**config.mk**
```make
export PLATFORM = sky130hd
export DESIGN_NAME = usb32_os_event_monitor_flat
export DESIGN_NICKNAME = d
export VERILOG_FILES = /design/src/rtl/usb32_os_event_monitor_pkg.sv /design/src/rtl/usb32_os_event_monitor_if.sv /design/src/rtl/usb32_os_event_monitor_sat_counter.sv /design/src/rtl/usb32_os_event_monitor.sv /design/src/flat_wrapper.sv
export SDC_FILE = /design/constraint.sdc
export NUM_CORES = 1
export LEC_CHECK = 0
export CORE_MARGIN = 5
export CORE_UTILIZATION = 41
export CTS_BUF_LIST = sky130_fd_sc_hd__clkbuf_4 sky130_fd_sc_hd__clkbuf_8 sky130_fd_sc_hd__clkbuf_16
export CTS_CLUSTER_SIZE = 14
export DETAILED_ROUTE_END_ITERATION = 6
export PLACE_DENSITY = 0.76
export SLEW_MARGIN = 20
export SYNTH_ARGS = -nofsm -noshare
export SYNTH_HDL_FRONTEND = slang
export SYNTH_SLANG_ARGS = --single-unit
export TNS_END_PERCENT = 1
```
**constraint.sdc**
```tcl
create_clock -name clk -period 3 [get_ports clk]
set_input_delay 0.3 -clock clk [delete_from_list [all_inputs] [get_ports clk]]
set_output_delay 0.3 -clock clk [all_outputs]
set_load 0.005 [all_outputs]
```
**src/rtl/usb32_os_event_monitor_pkg.sv**
```systemverilog
// Shared types and constants for the USB 3.2 ordered-set event monitor.
// Optional snapshot register is enabled by defining USB32_OS_MON_SNAPSHOT_EN.
package usb32_os_mon_pkg;

  localparam int unsigned NUM_OS_TYPES = 6;
  localparam int unsigned OS_TYPE_W    = 3;

  typedef enum logic [2:0] {
    OS_NONE = 3'd0,
    OS_TSEQ = 3'd1,
    OS_TS1  = 3'd2,
    OS_TS2  = 3'd3,
    OS_IDLE = 3'd4,
    OS_SKP  = 3'd5,
    OS_LBPM = 3'd6,
    OS_RSVD = 3'd7
  } os_type_e;

  typedef enum logic [1:0] {
    ST_IDLE    = 2'd0,
    ST_ARMED   = 2'd1,
    ST_MET     = 2'd2,
    ST_TIMEOUT = 2'd3
  } mon_state_e;

  // Bit offset of the counter for type k (1..6) inside the packed counter bus.
  function automatic int unsigned os_slice(input int unsigned k, input int unsigned cnt_width);
    return (k - 1) * cnt_width;
  endfunction

endpackage

```
**src/rtl/usb32_os_event_monitor_if.sv**
```systemverilog
// Event/configuration inputs and counter/status outputs of the OS event monitor.
// snap/snap_cnt are only functional when USB32_OS_MON_SNAPSHOT_EN is defined.
interface usb32_os_event_monitor_if #(
  parameter int unsigned NUM_LANES = 2,
  parameter int unsigned CNT_WIDTH = 16
);
  import usb32_os_mon_pkg::*;

  logic [NUM_LANES-1:0]              lane_en;
  logic [NUM_LANES-1:0]              os_valid;
  logic [OS_TYPE_W*NUM_LANES-1:0]    os_type;
  logic                              clr;
  logic                              arm;
  logic [OS_TYPE_W-1:0]              arm_target;
  logic                              snap;
  logic [NUM_OS_TYPES*CNT_WIDTH-1:0] cnt_out;
  logic [CNT_WIDTH-1:0]              mismatch_cnt;
  logic [OS_TYPE_W-1:0]              run_type;
  logic [CNT_WIDTH-1:0]              run_len;
  logic                              target_met;
  logic                              timeout;
  logic [1:0]                        mon_state;
  logic [NUM_OS_TYPES*CNT_WIDTH-1:0] snap_cnt;

  modport master (
    output lane_en, os_valid, os_type, clr, arm, arm_target, snap,
    input  cnt_out, mismatch_cnt, run_type, run_len, target_met, timeout, mon_state, snap_cnt
  );

  modport slave (
    input  lane_en, os_valid, os_type, clr, arm, arm_target, snap,
    output cnt_out, mismatch_cnt, run_type, run_len, target_met, timeout, mon_state, snap_cnt
  );

endinterface

```
**src/rtl/usb32_os_event_monitor_sat_counter.sv**
```systemverilog
// Saturating up-counter with synchronous clear; also exposes its next value.
module usb32_sat_counter #(
  parameter int unsigned WIDTH = 16
) (
  input  logic             clk,
  input  logic             rst_n,
  input  logic             i_clr,
  input  logic             i_inc,
  output logic [WIDTH-1:0] o_cnt,
  output logic [WIDTH-1:0] o_cnt_nxt_c
);

  logic [WIDTH-1:0] r_cnt;

  always_comb begin
    o_cnt_nxt_c = r_cnt;
    if (i_clr) begin
      o_cnt_nxt_c = '0;
    end else if (i_inc && (r_cnt != '1)) begin
      o_cnt_nxt_c = r_cnt + WIDTH'(1);
    end
  end

  always_ff @(posedge clk or negedge rst_n) begin
    if (!rst_n) r_cnt <= '0;
    else        r_cnt <= o_cnt_nxt_c;
  end

  assign o_cnt = r_cnt;

endmodule

```
**src/rtl/usb32_os_event_monitor.sv**
```systemverilog
// Multi-lane ordered-set event monitor: per-type counters, run tracking and wait/timeout FSM.
// Define USB32_OS_MON_SNAPSHOT_EN to build the snap_cnt snapshot register.
module usb32_os_event_monitor
  import usb32_os_mon_pkg::*;
#(
  parameter int unsigned NUM_LANES      = 2,
  parameter int unsigned CNT_WIDTH      = 16,
  parameter int unsigned RUN_THRESH     = 8,
  parameter int unsigned TIMEOUT_CYCLES = 3000
) (
  input logic                      clk,
  input logic                      rst_n,
  usb32_os_event_monitor_if.slave  bus
);

  localparam int unsigned TMR_WIDTH = $clog2(TIMEOUT_CYCLES + 1);
  localparam int unsigned LAST_TICK = TIMEOUT_CYCLES - 1;
  localparam int unsigned CBUS_W    = NUM_OS_TYPES * CNT_WIDTH;

  logic [NUM_LANES-1:0] w_en_valid;
  logic                 w_any_valid;
  logic                 w_aligned;
  logic                 w_mismatch;
  logic [OS_TYPE_W-1:0] w_t;

  // Classify the cycle as aligned / mismatch / quiet over the enabled lanes.
  always_comb begin
    logic found;
    logic same;
    found       = 1'b0;
    same        = 1'b1;
    w_t         = '0;
    w_en_valid  = bus.os_valid & bus.lane_en;
    w_any_valid = |w_en_valid;
    for (int i = 0; i < NUM_LANES; i++) begin
      if (bus.lane_en[i]) begin
        if (!found) begin
          w_t   = bus.os_type[OS_TYPE_W*i +: OS_TYPE_W];
          found = 1'b1;
        end else if (bus.os_type[OS_TYPE_W*i +: OS_TYPE_W] != w_t) begin
          same = 1'b0;
        end
      end
    end
    w_aligned  = found && (w_en_valid == bus.lane_en) && same &&
                 (w_t != 3'(OS_NONE)) && (w_t != 3'(OS_RSVD));
    w_mismatch = w_any_valid && !w_aligned;
  end

  logic [CNT_WIDTH-1:0] w_cnt     [NUM_OS_TYPES];
  logic [CNT_WIDTH-1:0] w_cnt_nxt [NUM_OS_TYPES];
  logic [CBUS_W-1:0]    w_cnt_pk;
  logic [CBUS_W-1:0]    w_cnt_nxt_pk;

  for (genvar k = 0; k < NUM_OS_TYPES; k++) begin : g_type_cnt
    usb32_sat_counter #(.WIDTH(CNT_WIDTH)) u_cnt (
      .clk         (clk),
      .rst_n       (rst_n),
      .i_clr       (bus.clr),
      .i_inc       (w_aligned && (w_t == 3'(k + 1))),
      .o_cnt       (w_cnt[k]),
      .o_cnt_nxt_c (w_cnt_nxt[k])
    );
  end

  usb32_sat_counter #(.WIDTH(CNT_WIDTH)) u_mismatch_cnt (
    .clk         (clk),
    .rst_n       (rst_n),
    .i_clr       (bus.clr),
    .i_inc       (w_mismatch),
    .o_cnt       (bus.mismatch_cnt),
    .o_cnt_nxt_c ()
  );

  always_comb begin
    w_cnt_pk     = '0;
    w_cnt_nxt_pk = '0;
    for (int unsigned k = 0; k < NUM_OS_TYPES; k++) begin
      w_cnt_pk[os_slice(k + 1, CNT_WIDTH) +: CNT_WIDTH]     = w_cnt[k];
      w_cnt_nxt_pk[os_slice(k + 1, CNT_WIDTH) +: CNT_WIDTH] = w_cnt_nxt[k];
    end
  end

  assign bus.cnt_out = w_cnt_pk;

  logic [OS_TYPE_W-1:0] r_run_type, w_run_type_nxt;
  logic [CNT_WIDTH-1:0] r_run_len,  w_run_len_nxt;

  // SKP is transparent to runs; any mismatch breaks the run.
  always_comb begin
    w_run_type_nxt = r_run_type;
    w_run_len_nxt  = r_run_len;
    if (bus.clr || w_mismatch) begin
      w_run_type_nxt = '0;
      w_run_len_nxt  = '0;
    end else if (w_aligned && (w_t != 3'(OS_SKP))) begin
      if (w_t == r_run_type) begin
        if (r_run_len != '1) w_run_len_nxt = r_run_len + CNT_WIDTH'(1);
      end else begin
        w_run_type_nxt = w_t;
        w_run_len_nxt  = CNT_WIDTH'(1);
      end
    end
  end

  always_ff @(posedge clk or negedge rst_n) begin
    if (!rst_n) begin
      r_run_type <= '0;
      r_run_len  <= '0;
    end else begin
      r_run_type <= w_run_type_nxt;
      r_run_len  <= w_run_len_nxt;
    end
  end

  mon_state_e           r_state, w_state_nxt;
  logic [TMR_WIDTH-1:0] r_timer, w_timer_nxt;
  logic [OS_TYPE_W-1:0] r_target, w_target_nxt;
  logic                 r_target_met, r_timeout;

  // Wait FSM; met is judged against the run as updated this cycle and beats timeout.
  always_comb begin
    w_state_nxt  = r_state;
    w_timer_nxt  = r_timer;
    w_target_nxt = r_target;
    if (bus.clr) begin
      w_state_nxt = ST_IDLE;
      w_timer_nxt = '0;
    end else if (bus.arm) begin
      w_state_nxt  = ST_ARMED;
      w_timer_nxt  = '0;
      w_target_nxt = bus.arm_target;
    end else if (r_state == ST_ARMED) begin
      if ((w_run_type_nxt == r_target) && (w_run_len_nxt >= CNT_WIDTH'(RUN_THRESH))) begin
        w_state_nxt = ST_MET;
      end else if (r_timer == TMR_WIDTH'(LAST_TICK)) begin
        w_state_nxt = ST_TIMEOUT;
      end else begin
        w_timer_nxt = r_timer + TMR_WIDTH'(1);
      end
    end
  end

  always_ff @(posedge clk or negedge rst_n) begin
    if (!rst_n) begin
      r_state      <= ST_IDLE;
      r_timer      <= '0;
      r_target     <= '0;
      r_target_met <= 1'b0;
      r_timeout    <= 1'b0;
    end else begin
      r_state      <= w_state_nxt;
      r_timer      <= w_timer_nxt;
      r_target     <= w_target_nxt;
      r_target_met <= (w_state_nxt == ST_MET);
      r_timeout    <= (w_state_nxt == ST_TIMEOUT);
    end
  end

  assign bus.run_type   = r_run_type;
  assign bus.run_len    = r_run_len;
  assign bus.target_met = r_target_met;
  assign bus.timeout    = r_timeout;
  assign bus.mon_state  = r_state;

`ifdef USB32_OS_MON_SNAPSHOT_EN
  logic [CBUS_W-1:0] r_snap_cnt;

  // Next counter values are already zero under clr, so clr and clr+snap both load zeros.
  always_ff @(posedge clk or negedge rst_n) begin
    if (!rst_n)                  r_snap_cnt <= '0;
    else if (bus.clr || bus.snap) r_snap_cnt <= w_cnt_nxt_pk;
  end

  assign bus.snap_cnt = r_snap_cnt;
`else
  logic w_snap_unused;
  assign w_snap_unused = bus.snap | (|w_cnt_nxt_pk);
  assign bus.snap_cnt  = '0;
`endif

endmodule

```
**src/flat_wrapper.sv**
```systemverilog
// flat-port wrapper written by rule: the top's interface ports become plain ports
module usb32_os_event_monitor_flat import usb32_os_mon_pkg::*;
#(
  parameter int unsigned NUM_LANES      = 2,
  parameter int unsigned CNT_WIDTH      = 16,
  parameter int unsigned RUN_THRESH     = 8,
  parameter int unsigned TIMEOUT_CYCLES = 3000
)
  (clk, rst_n, bus_lane_en, bus_os_valid, bus_os_type, bus_clr, bus_arm, bus_arm_target, bus_snap, bus_cnt_out, bus_mismatch_cnt, bus_run_type, bus_run_len, bus_target_met, bus_timeout, bus_mon_state, bus_snap_cnt);
  usb32_os_event_monitor_if #(.NUM_LANES(NUM_LANES), .CNT_WIDTH(CNT_WIDTH)) bus_i ();
  input logic clk;
  input logic rst_n;
  input wire logic [$bits(bus_i.lane_en)-1:0] bus_lane_en;
  input wire logic [$bits(bus_i.os_valid)-1:0] bus_os_valid;
  input wire logic [$bits(bus_i.os_type)-1:0] bus_os_type;
  input wire logic [$bits(bus_i.clr)-1:0] bus_clr;
  input wire logic [$bits(bus_i.arm)-1:0] bus_arm;
  input wire logic [$bits(bus_i.arm_target)-1:0] bus_arm_target;
  input wire logic [$bits(bus_i.snap)-1:0] bus_snap;
  output wire logic [$bits(bus_i.cnt_out)-1:0] bus_cnt_out;
  output wire logic [$bits(bus_i.mismatch_cnt)-1:0] bus_mismatch_cnt;
  output wire logic [$bits(bus_i.run_type)-1:0] bus_run_type;
  output wire logic [$bits(bus_i.run_len)-1:0] bus_run_len;
  output wire logic [$bits(bus_i.target_met)-1:0] bus_target_met;
  output wire logic [$bits(bus_i.timeout)-1:0] bus_timeout;
  output wire logic [$bits(bus_i.mon_state)-1:0] bus_mon_state;
  output wire logic [$bits(bus_i.snap_cnt)-1:0] bus_snap_cnt;
  assign bus_i.lane_en = bus_lane_en;
  assign bus_i.os_valid = bus_os_valid;
  assign bus_i.os_type = bus_os_type;
  assign bus_i.clr = bus_clr;
  assign bus_i.arm = bus_arm;
  assign bus_i.arm_target = bus_arm_target;
  assign bus_i.snap = bus_snap;
  assign bus_cnt_out = bus_i.cnt_out;
  assign bus_mismatch_cnt = bus_i.mismatch_cnt;
  assign bus_run_type = bus_i.run_type;
  assign bus_run_len = bus_i.run_len;
  assign bus_target_met = bus_i.target_met;
  assign bus_timeout = bus_i.timeout;
  assign bus_mon_state = bus_i.mon_state;
  assign bus_snap_cnt = bus_i.snap_cnt;
  usb32_os_event_monitor #(.NUM_LANES(NUM_LANES), .CNT_WIDTH(CNT_WIDTH), .RUN_THRESH(RUN_THRESH), .TIMEOUT_CYCLES(TIMEOUT_CYCLES)) u_core (.clk(clk), .rst_n(rst_n), .bus(bus_i));
endmodule
```
==> key figures <==
Global routing
  • Total gr overflow: 0
  • Number of global-route vias before repair: 7635
  • First-pass GRT wire length: 39100 um
  • Largest net degree at the start of global routing: 90
  • Antenna violations before repair: 1
  • GR Util All Layers: 0.195

Placed design
  • Placed cell count: 1477
  • Routability cong.: 0.910
  • Hpwl dp: 17700 um
  • Port-buffer cells: 151
  • Post-DP Area: 0.0111 mm^2

Yosys
  • Top FF cell, synth: dfrtp_1
  • Avg Cell Area, Syn: 9.15 um^2
  • Dominant cells by area after synthesis: dfrtp_1, buf_4, xor2_1
  • Top-area cell type share of the netlist area: 0.427
  • Seq/Total Area, Yosys: 0.427
  • Number of synthesized register bits: 150
  • Top cell type by total area after synthesis: dfrtp_1
  • Syn Std Cell Area: 0.00879 mm^2
  • Gate Count Post-Synth: 960
  • Post-synth EDFFs: 0
  • Library cells used by synthesis: 73
  • Synth warn: 0
  • Ys async rst share: 1.00

Timing
  • Clock Skew: 0.0109 ns
  • Setup violations, final: 13
  • TNS Setup: -0.899 ns
  • Hold Fails Final Rpt: 0
  • Peak Freq: 320 MHz
  • Relative slew slack: 0.377
  • Post-layout minimum cycle time: 3.13 ns
  • Post-route clock period utilization: 1.04
  • RSZ-0062 raised after global routing: yes
  • Pins over their slew limit: 0
  • Final hold slack: 0.407 ns
  • Setup ws final: -0.129 ns
  • Worst-margin pin slew: 0.935 ns

Worst setup path
  • Required @ worst endpoint: 3.32 ns
  • Crit path DAT: 3.45 ns
  • CP most frequent cell: or4_4
  • Worst-path maximum fanout: 6
  • Crit-path cells: ha_2 > nand4_1 > or4_4 > and3_4 > nor3_4 > o22a_1 > or4_4 > and3b_1 > or4_4 > or2_4 > a31o_1
  • Setup Crit Path Kind: flop to flop
  • Critical Path Sink Type: flop
  • Startpoint Class: flop
  • Slowest CP cell: or4_4
  • CP peak stage delay: 0.59 ns

Layout
  • FILL cells: 1875
  • Antenna Cells: 0
  • Footprint of the multi-input gates: 0.00460 mm^2
  • Final nets: 1260
  • Layout cell share with drive strength beyond 1: 0.169
  • Finished Cell Area: 0.0119 mm^2
  • Area Growth Syn to Fin: 34.9%
  • Register area: 0.00375 mm^2
  • Post-layout util: 0.562
  • Post-Layout Cell Count: 1521

Clock network
  • CTS tree: yes
  • Clock sinks: 150
  • CTS H-tree depth: 4
  • CTS Buf Count: 17
  • Reg clk slew, reported paths: 0.07 ns
  • Buffer depth of the longest clock path: 2
  • Worst skew pair latency: 0.43 ns
  • Root Driver: clkbuf_16

Routing
  • Vias per inst: 5.08
  • Avg WL per Cell: 16.0 um
  • Router iterations before antenna repair: 7
  • Number of remaining DRC errors: 0
  • Drt total wl: 24400 um
  • Total number of vias: 7724
  • Initial drt markers: 433
  • DRT antenna net count: 0

Power
  • P_leak: 5.18 nW
  • Worst VDD drop: 0.000395 V
  • Pwr dens: 400 mW/mm^2

Die
  • Die Ht: 156 um
  • IO Count: 249
  • Rows: 53
  • Core area: 0.0211 mm^2
  • Initial cell density of the core: 0.417
  • Die area: 0.0245 mm^2
  • Die X: 156 um

Run status
  • Outcome: finished with violations
  • Failing checks: setup timing

Hold path
  • Hold Path Class: input port to flop

Run
  • Maxcap violations: 0
-- worst max-delay path: cells and delay by family, from the launching register on --
family / cells / cell delay (ns)
compound gates: 2 / 0.37
flops: 1 / 0.35
fa+ha+maj: 1 / 0.18
simple gates: 8 / 2.12
-- cell type report --
cell class | instances | area share
Inverter | 13 | 0.00412
Clock inverter | 15 | 0.0149
Tap cell | 275 | 0.0290
Sequential cell | 150 | 0.317
Multi-Input combinational cell | 770 | 0.388
Clock buffer | 17 | 0.0359
Timing Repair Buffer | 281 | 0.212
-- sequential cells by signal, indices dropped and copies added, names as in the netlist --
name                           count
u_core.bus.timeout                 1
u_core.u_mismatch_cnt.o_cnt       16
u_core.r_target                    3
u_core.bus.run_type                3
u_core.g_type_cnt.u_cnt.o_cnt     96
u_core.bus.run_len                16
u_core.bus.mon_state               2
u_core.r_timer                    12
u_core.bus.target_met              1
-- logic make-up (layout without fill, tap and decap cells) --
family	Yosys count	after routing	share of synthesized area
AO/OA/AOI/OAI	136	136	0.0998
adder cells (fa/ha/maj)	9	9	0.0128
other	1	96	0.000427
AND/OR/NAND/NOR	418	418	0.242
flip-flops	150	150	0.427
buffers and inverters	135	326	0.103
multiplexers	14	14	0.0184
XOR/XNOR	97	97	0.0967
-- cell usage in the layout, fill, tap and decap left out, types with 10 or more instances in the layout --
master,n
dfrtp_1,150
clkdlybuf4s50_1,145
buf_4,127
nor2_1,126
conb_1,96
nand2_1,71
xor2_1,62
nand3_1,51
a21oi_1,48
xnor2_1,35
o21ai_0,31
and3_1,29
or3_1,28
nand4_1,22
clkbuf_16,17
nor3_1,14
inv_1,13
nor2b_1,13
and4_1,10
-- stage by stage --
step           setup slack, ns  power [mW]
6_report                -0.129        4.75
4_1_cts                 -0.142        4.78
2_1_floorplan          -0.0867        2.40
3_5_place_dp            -0.607        2.54
3_3_place_gp            -0.547        2.53
5_1_grt                 -0.248        4.94
-- path summary, 6_finish.rpt --
path,from,end,slack (ns),cells after the start
worst max-delay path,u_core.bus.run_len[0],u_core.bus.mon_state[0],-0.13,11
worst min-delay path,bus_clr,u_core.g_type_cnt[3].u_cnt.o_cnt[6],0.41,3
worst max register to register,u_core.bus.run_len[0],u_core.bus.mon_state[0],-0.13,11
worst min register to register,u_core.r_timer[5],u_core.r_timer[5],0.56,2
max in group asynchronous,rst_n,u_core.g_type_cnt[4].u_cnt.o_cnt[10],1.80,3
min in group asynchronous,rst_n,u_core.g_type_cnt[1].u_cnt.o_cnt[11],0.45,2
-- power breakdown --
| part | internal (mW) | switching [mW] |
|---|---|---|
| Sequential | 2.04 | 0.0203 |
| Clock | 1.26 | 0.968 |
| Combinational | 0.185 | 0.276 |
-- cell usage after synthesis, drive strengths merged, types with 2 or more instances --
master  count
and3       30
o22a        3
mux2        4
ha          9
a31o        2
inv        13
dfrtp     150
mux2i      10
or2         7
nand2      73
nor2      131
nor3       16
nand3b      3
a41oi       2
or4         4
nor4        9
a21oi      55
or3        28
a41o        2
a31oi       5
nand2b      3
buf       104
o21ai      34
nand4      22
o211ai      3
a311oi      2
o22ai       2
nand3      51
clkbuf     18
o221ai      2
and2       10
nor4b       2
a211oi      3
and3b       2
o21a        4
nor2b      13
and4       10
xor2       62
nand4b      3
a21o        4
xnor2      35
-- metal layers --
metal  vias up  wire [um]  GRT usage
met2       252      12000      0.326
li1       3687          -          -
met3        21       1950     0.0608
met5         -          0          0
met4         0        241     0.0417
met1      3764      10200      0.250
-- repair_timing --
item	4_1_cts	5_1_grt
gates resized for setup	11	18
hold buffers	1	0
hold endpoints to repair	61	0
pin swaps	5	7
setup endpoints to repair	16	40
buffers inserted	10	1
Note: power is estimated with default switching activity, not from simulation.
